--- config.mk ---
export PLATFORM = sky130hd
export DESIGN_NAME = pdma_fifo_src
export DESIGN_NICKNAME = d
export VERILOG_FILES = /design/src/rtl/pdma_pkg.sv /design/src/rtl/pdma_fifo_mem.sv /design/src/rtl/pdma_fifo_src.sv
export SDC_FILE = /design/constraint.sdc
export NUM_CORES = 1
export LEC_CHECK = 0
export BUFFER_PORTS_ARGS = -buffer_cell sky130_fd_sc_hd__buf_2
export CAP_MARGIN = 20
export CORE_ASPECT_RATIO = 0.5
export CORE_MARGIN = 2
export CORE_UTILIZATION = 45
export CTS_CLUSTER_SIZE = 12
export DETAILED_ROUTE_END_ITERATION = 8
export PLACE_DENSITY = 0.72
export SLEW_MARGIN = 0
export SYNTH_ARGS = -nofsm -noshare
export SYNTH_HDL_FRONTEND = slang
export SYNTH_SLANG_ARGS = --single-unit
export TNS_END_PERCENT = 1
--- constraint.sdc ---
create_clock -name clk -period 4.7 [get_ports clk]
set_clock_uncertainty 0.15 [all_clocks]
set_input_delay 0.94 -clock clk [delete_from_list [all_inputs] [get_ports clk]]
set_output_delay 0.94 -clock clk [all_outputs]
set_load 0.03 [all_outputs]
--- src/rtl/pdma_pkg.sv ---
// pdma_pkg: shared PDMA constants and drain-state encoding for producer and consumer sides
package pdma_pkg;
  localparam int PDMA_DATA_W = 32;
  localparam logic [1:0] ST_FILL  = 2'd0;
  localparam logic [1:0] ST_REQ   = 2'd1;
  localparam logic [1:0] ST_DRAIN = 2'd2;
endpackage

--- src/rtl/pdma_fifo_mem.sv ---
// pdma_fifo_mem: DEPTH x DATA_W RAM, registered write, asynchronous read (LSRAM/uSRAM friendly)
// Ports: clk; i_we/i_waddr/i_wdata write port; i_raddr/o_rdata combinational read port.
module pdma_fifo_mem #(
  parameter int DATA_W = 32,
  parameter int DEPTH  = 16
) (
  input  logic                     clk,
  input  logic                     i_we,
  input  logic [$clog2(DEPTH)-1:0] i_waddr,
  input  logic [DATA_W-1:0]        i_wdata,
  input  logic [$clog2(DEPTH)-1:0] i_raddr,
  output logic [DATA_W-1:0]        o_rdata
);
  logic [DATA_W-1:0] r_mem [DEPTH];
  always_ff @(posedge clk)
    if (i_we) r_mem[i_waddr] <= i_wdata;
  assign o_rdata = r_mem[i_raddr];
endmodule

--- src/rtl/pdma_fifo_src.sv ---
// pdma_fifo_src: show-ahead sample FIFO that requests a PDMA drain burst on threshold or timeout
// Ports: clk, rstb (sync active-low); wr_en/wr_data producer push; full, level, overflow status;
// clr_err clears overflow; pdma_irq_req/pdma_data_rdy/pdma_rdata/pdma_fifo_pop consumer handshake.
module pdma_fifo_src
  import pdma_pkg::*;
#(
  parameter int DATA_W     = PDMA_DATA_W,
  parameter int DEPTH      = 16,
  parameter int IRQ_THRESH = 8,
  parameter int TIMEOUT    = 1024
) (
  input  logic                     clk,
  input  logic                     rstb,
  input  logic                     wr_en,
  input  logic [DATA_W-1:0]        wr_data,
  output logic                     full,
  output logic                     pdma_irq_req,
  output logic                     pdma_data_rdy,
  input  logic                     pdma_fifo_pop,
  output logic [DATA_W-1:0]        pdma_rdata,
  output logic [$clog2(DEPTH):0]   level,
  output logic                     overflow,
  input  logic                     clr_err
);
  localparam int AW = $clog2(DEPTH);
  localparam int LW = AW + 1;
  localparam int CW = TIMEOUT > 0 ? $clog2(TIMEOUT + 1) : 1;
  logic [AW-1:0] r_wptr, r_rptr;
  logic [LW-1:0] r_level, w_lvl_nxt;
  logic [CW-1:0] r_cnt;
  logic [1:0]    r_state, w_state_nxt;
  logic          r_full, r_rdy, r_irq, r_ovf;
  logic          w_pop_acc, w_wr_acc, w_tmo;
  pdma_fifo_mem #(.DATA_W(DATA_W), .DEPTH(DEPTH)) u_mem (
    .clk     (clk),
    .i_we    (w_wr_acc),
    .i_waddr (r_wptr),
    .i_wdata (wr_data),
    .i_raddr (r_rptr),
    .o_rdata (pdma_rdata)
  );
  always_comb begin
    w_pop_acc   = pdma_fifo_pop && r_rdy;
    // a pop frees the slot this cycle, so a write into a full FIFO is still accepted
    w_wr_acc    = wr_en && (!r_full || w_pop_acc);
    w_lvl_nxt   = r_level + LW'(w_wr_acc) - LW'(w_pop_acc);
    w_tmo       = (TIMEOUT != 0) && (r_level != '0) && (r_cnt == CW'(TIMEOUT));
    w_state_nxt = r_state == ST_FILL ? ((w_lvl_nxt >= LW'(IRQ_THRESH) || w_tmo) ? ST_REQ : ST_FILL) :
                  r_state == ST_REQ  ? (w_pop_acc ? ST_DRAIN : ST_REQ) :
                                       (w_lvl_nxt == '0 ? ST_FILL : ST_DRAIN);
  end
  always_ff @(posedge clk) begin
    if (!rstb) begin
      r_wptr  <= '0;
      r_rptr  <= '0;
      r_level <= '0;
      r_cnt   <= '0;
      r_state <= ST_FILL;
      r_full  <= 1'b0;
      r_rdy   <= 1'b0;
      r_irq   <= 1'b0;
      r_ovf   <= 1'b0;
    end else begin
      r_wptr  <= r_wptr + AW'(w_wr_acc);
      r_rptr  <= r_rptr + AW'(w_pop_acc);
      r_level <= w_lvl_nxt;
      r_full  <= w_lvl_nxt == LW'(DEPTH);
      r_rdy   <= w_lvl_nxt != '0;
      r_state <= w_state_nxt;
      r_irq   <= w_state_nxt == ST_REQ;
      // a dropped write outranks a same-cycle clear
      r_ovf   <= (wr_en && !w_wr_acc) || (r_ovf && !clr_err);
      r_cnt   <= (r_state != ST_FILL || r_level == '0) ? '0 :
                 (r_cnt == CW'(TIMEOUT) ? r_cnt : r_cnt + 1'b1);
    end
  end
  assign full          = r_full;
  assign pdma_irq_req  = r_irq;
  assign pdma_data_rdy = r_rdy;
  assign level         = r_level;
  assign overflow      = r_ovf;
endmodule

* Word-level counts from Yosys, hierarchy flattened *
Memory sizes are Yosys's and may differ from the RTL's. A register that Yosys moved wholly into a read port is not among the register bits.
Index checks and enable logic that the tools add are counted.

operators by class
  add/sub/neg operators = 5
  multiply operators = 0
  divide/modulo/power cells = 0
  $lt $le $gt $ge = 1
  equality and inequality tests = 4
  shift operators = 0
  mux-type cells = 8
  bitwise operators = 1
  reduce and logical (&&, ||, !) cells = 19

operators with widths
  cell                                                                   count
  11-bit by 1-bit adder with 11-bit output, second input constant        1
  11-bit == test, second input constant                                  1
  5-bit logical NOT                                                      2
  5-bit nonzero test                                                     2
  4-bit by 1-bit adder with 4-bit output                                 2
  2-bit two-way mux                                                      4
  5-bit by 1-bit adder with 5-bit output                                 1
  5-bit == test, second input constant                                   1
  5-bit by 4-bit >= comparator with 1-bit output, second input constant  1
  1-bit logical AND                                                      5
  5-bit by 1-bit subtractor with 5-bit output                            1
  2-bit by 1-bit == test with 1-bit output, second input constant        2
  1-bit logical OR                                                       4
  4-bit two-way mux                                                      1
  1-bit logical NOT                                                      3
  1-bit two-way mux                                                      3
  2-bit logical NOT                                                      1
  2-bit nonzero test                                                     1
  2-bit OR reduction                                                     1
  1-bit NOT                                                              1

storage, ports and cells
  flip-flop bits (word level) = 30
  latch bits = 0
  memory bits (writable) = 512
  memory bits (read-only) = 0
  output and inout bits = 41
  memories = 1

memory list
  name         depth  bits a word  rd ports  clocked after memory_dff  write ports  RTL line             RTL
  u_mem.r_mem  16     32           1         1                         1            pdma_fifo_mem.sv:14  logic [DATA_W-1:0] r_mem [DEPTH];

* Depth between registers and ports, before layout *
  depth in word-level cells = 10
  mapped depth = 12
  mapped depth without buffers = 12

* Hierarchy *
A second synthesis with hierarchy kept.

unflattened totals
  cell total of the unflattened synthesis = 949
  area, all modules = 20593.5 um^2

by module, submodules not included
  module         instances  cells each  area each (um^2)
  pdma_fifo_mem  1          806         19213.4
  pdma_fifo_src  1          143         1380.1

* Worst setup path after synthesis *
No wires, ideal clock.

  kind = in2reg
  from = input port pdma_fifo_pop
  to = memory u_mem.r_mem[0][0] (enable)
  setup time = 0.461 ns
  arrival = 4.074 ns
  setup slack = 0.015 ns
  stages on the path = 4
  cell sequence = nand2_1 -> a21boi_1 -> or3b_2 -> nor3_1

between the ends
  cells in the longest elaborated chain, start to end = 5

RTL lines
  element                                  RTL line             RTL
  start, declared                          pdma_fifo_src.sv:19  input logic pdma_fifo_pop,
  1-bit logical AND                        pdma_fifo_src.sv:43  w_pop_acc = pdma_fifo_pop && r_rdy;
  1-bit logical OR                         pdma_fifo_src.sv:45  w_wr_acc = wr_en && (!r_full || w_pop_acc);
  1-bit logical AND                        pdma_fifo_src.sv:45
  1-bit two-way mux                        pdma_fifo_mem.sv:16  if (i_we) r_mem[i_waddr] <= i_wdata;
  1-bit two-way mux (not written as such)  pdma_fifo_mem.sv:16
  end, declared                            pdma_fifo_mem.sv:14

Every way passes these cells.

==> metrics.md <==
| Metric | Value |
|---|---|
| Multi-input gate area | 4650 µm² |
| Slew margin rel. | 30.7% |
| Synthesized Nets | 927 |
| Final setup viols | 0 |
| Number of flops mapped to enable cells by yosys | 512 |
| Hold-fix buffers, CTS | 0 |
| Fraction of post-synthesis cell area in the top cell type by area | 73.8% |
| Starting DRT DRC Count | 1002 |
| Final cycle utilization of the critical path | 86.0% |
| WS Path Type | flop to output pin |
| Die Y-Extent | 156 µm |
| Tot GR Track Use | 17.9% |
| Port Buffer Count | 77 |
| Fin. max-slew vios | 0 |
| # clock sinks | 542 |
| CP Max Fanout | 28 |
| Placeable Area | 45400 µm² |
| Filler Cell Count | 3394 |
| Clock share of power | 32.8% |
| Status | completed |
| Gr ovfl total | 0 |
| PwrDens | 467 nW/µm² |
| Combinational fraction of design power | 16.3% |
| Max_cap viols | 0 |
| P_leak | 7.36 nW |
| Root Buffer | clkbuf_16 |
| Skew-Pair Late Insertion Delay | 0.57 ns |
| Reg clk slew, reported paths | 0.06 ns |
| CTS Buf Count | 51 |
| VDD IR-drop max | 0.342 mV |
| Vias per Instance | 5.79 |
| Peak Freq | 247 MHz |
| Place WS | 0.969 ns |
| Crit path time final | 4.04 ns |
| Top post-synthesis cells by area | edfxtp_1 (74%), mux4_2 (14%), mux4_1 (3.5%) |
| Top FF cell, synth | edfxtp_1 |
| Hold endpoint | r_state[1] |
| Drt first pass iters | 5 |
| Reg2reg end | full |
| Final setup margin | 0.656 ns |
| Sequential cell area | 16000 µm² |
| Hold path cells | 1 |
| Vias in the first global route | 9937 |
| Nets | 1048 |
| N_diodes | 0 |
| Reg power frac | 50.9% |
| Residual DRC | 0 |
| CP max-delay cell | dfxtp_4 |
| Switching portion of total power | 24.7% |
| Int Power | 8.28 mW |
| Die X | 308 µm |
| Post-route ant nets | 0 |
| Final Hold Viols | 0 |
| Placer Congestion | 0.724 |
| Crit start category | flop |
| Hold crit path type | flop to flop |
| Number of H-tree levels | 2 |
| IO Pins | 78 |
| Initial antenna violation count | 1 |
| Crit end category | output pin |
| Starting Density | 45.9% |
| Worst r2r src | pdma_data_rdy |
| Tot Pwr | 11.0 mW |
| Distinct cells, synth | 39 |
| First-pass GRT wire length | 63100 µm |
| Synth Cell Area | 20800 µm² |
| Min Hold Slack | 0.351 ns |
| Routed wire per std cell | 26.2 µm |
| Final core utilization | 51.9% |
| Yosys reg bits | 542 |
| Gate Count Post-Synth | 877 |
| Fin area | 23600 µm² |
| P_sw | 2.72 mW |
| Clock Path Buffers | 3 |
| Final WL | 42200 µm |
| Worst path cell trace | buf_12 > mux4_1 > mux4_2 > buf_2 |
| Ys Warns | 0 |
| DP HPWL | 22000 µm |
| Seq/Total Area, Yosys | 76.7% |
| Post-route setup TNS | 0 ns |
| CP Data Arrival Time | 2.95 ns |
| Fin cells | 1613 |
| Synth-to-Final Area Change | 13.1% |
| HP Start | r_state[1] |
| Die area | 48100 µm² |
| Post-CTS sizing | 0 |
| Vias | 9343 |
| Worst Tran Pin Value | 1.04 ns |
| Postcts setup bufs | 0 |
| Cell count after placement | 1543 |
| Placed inst area | 22200 µm² |
| Leading area contributor after synthesis | edfxtp_1 |
| Worst r2r path cells | 12 |
| CTS tree | yes |
| Critical path required time | 3.61 ns |
| CP max stage delay | 0.71 ns |
| Mean post-synth cell area | 23.7 µm² |
| RSZ-0062 raised after global routing | no |
| Rows | 55 |
| Async SR Flop Fraction | 0% |
| Share of cells above drive strength 1 | 31.0% |
| Largest net degree at the start of global routing | 42 |
| R2R Setup Slk | 1.65 ns |
==> sequential cells by signal, summed over array words and instances (netlist names) <==
signal,cells
r_wptr,4
pdma_data_rdy,1
full,1
r_state,2
overflow,1
level,5
u_mem.r_mem,512
r_rptr,4
r_cnt,11
pdma_irq_req,1
==> power by group through the flow <==
stage / registers (mW) / clock network, mW / logic (mW)
after CTS: 5.60 / 3.67 / 1.82
after detailed placement: 5.70 / 0 / 1.81
final: 5.60 / 3.61 / 1.80
after floorplan: 5.69 / 0 / 1.32
after global placement: 5.69 / 0 / 1.76
after global routing: 5.62 / 3.87 / 1.92
==> worst max-delay path by stage <==
stage / to / start / slack (ns)
3_5_place_dp: r_state[0] / pdma_fifo_pop / 0.97
3_3_place_gp: full / pdma_fifo_pop / 1.12
5_1_grt: pdma_rdata[1] / r_rptr[0] / 0.51
6_report: pdma_rdata[1] / r_rptr[0] / 0.66
2_1_floorplan: u_mem.r_mem[0][0] / pdma_fifo_pop / 0.02
4_1_cts: pdma_rdata[1] / r_rptr[0] / 0.57
==> synth_stat cells, types with 5 or more instances <==
master    instances
edfxtp_1        512
mux4_2          132
dfxtp_1          30
mux4_1           28
nor2_1           26
clkbuf_1         18
buf_6            14
inv_1            14
ha_1             12
and2_1           10
xor2_1            9
nand3_1           8
xnor2_1           7
nand2b_1          6
buf_2             5
nor2b_1           5
==> area by class of cell <==
type / count / share of cell area, %
clock buffer: 67 / 5.76
multi-input combinational: 281 / 19.7
inverter: 14 / 0.223
sequential: 542 / 67.9
tap: 598 / 3.18
clock inverter: 3 / 0.122
timing repair buffer: 108 / 3.10
==> critical path, delay by kind of cell, from the launching register on <==
kind	cells	cell delay, ns
buffers and inverters	2	0.52
flip-flops	1	0.71
multiplexers	2	1.12
==> layer usage <==
metal / vias up / global-route usage, % / part of all wire (%)
li1: 3965 / - / -
met1: 5013 / 24.3 / 41
met2: 312 / 30.3 / 51
met3: 51 / 3.37 / 6.2
met4: 2 / 4.30 / 1.5
met5: - / 0 / 0.031
==> placed cells by master, fill, tap and decap left out, types with 3 or more instances in the layout <==
cell type  synthesis  layout
buf_4              0      22
mux4_2           132     132
ha_1              12      12
inv_1             14      14
clkbuf_16          0      52
a21oi_1            3       3
a311oi_1           3       3
and2_1            10      10
buf_12             0       9
mux4_1            28      28
clkbuf_1          18      15
nor2_1            26      14
nor2_4             0      12
buf_2              5      77
nand2b_1           6       6
dfxtp_1           30      26
xnor2_1            7       7
nor3_2             0       4
xor2_1             9       9
nand3_1            8       8
nand2_1            4       4
edfxtp_1         512     512
nor2b_1            5       5
==> cells by family (layout without fill, tap and decap cells) <==
| group | Yosys count | after routing | share of synthesized area [%] |
|---|---|---|---|
| multiplexers | 161 | 161 | 17.9 |
| adder cells (fa/ha/maj) | 13 | 13 | 0.817 |
| buffers and inverters | 54 | 192 | 1.51 |
| AO/OA/AOI/OAI | 13 | 13 | 0.457 |
| flip-flops | 542 | 542 | 76.7 |
| AND/OR/NAND/NOR | 78 | 78 | 1.99 |
| XOR/XNOR | 16 | 16 | 0.673 |
No activity file was read; power rests on OpenSTA's default activity.
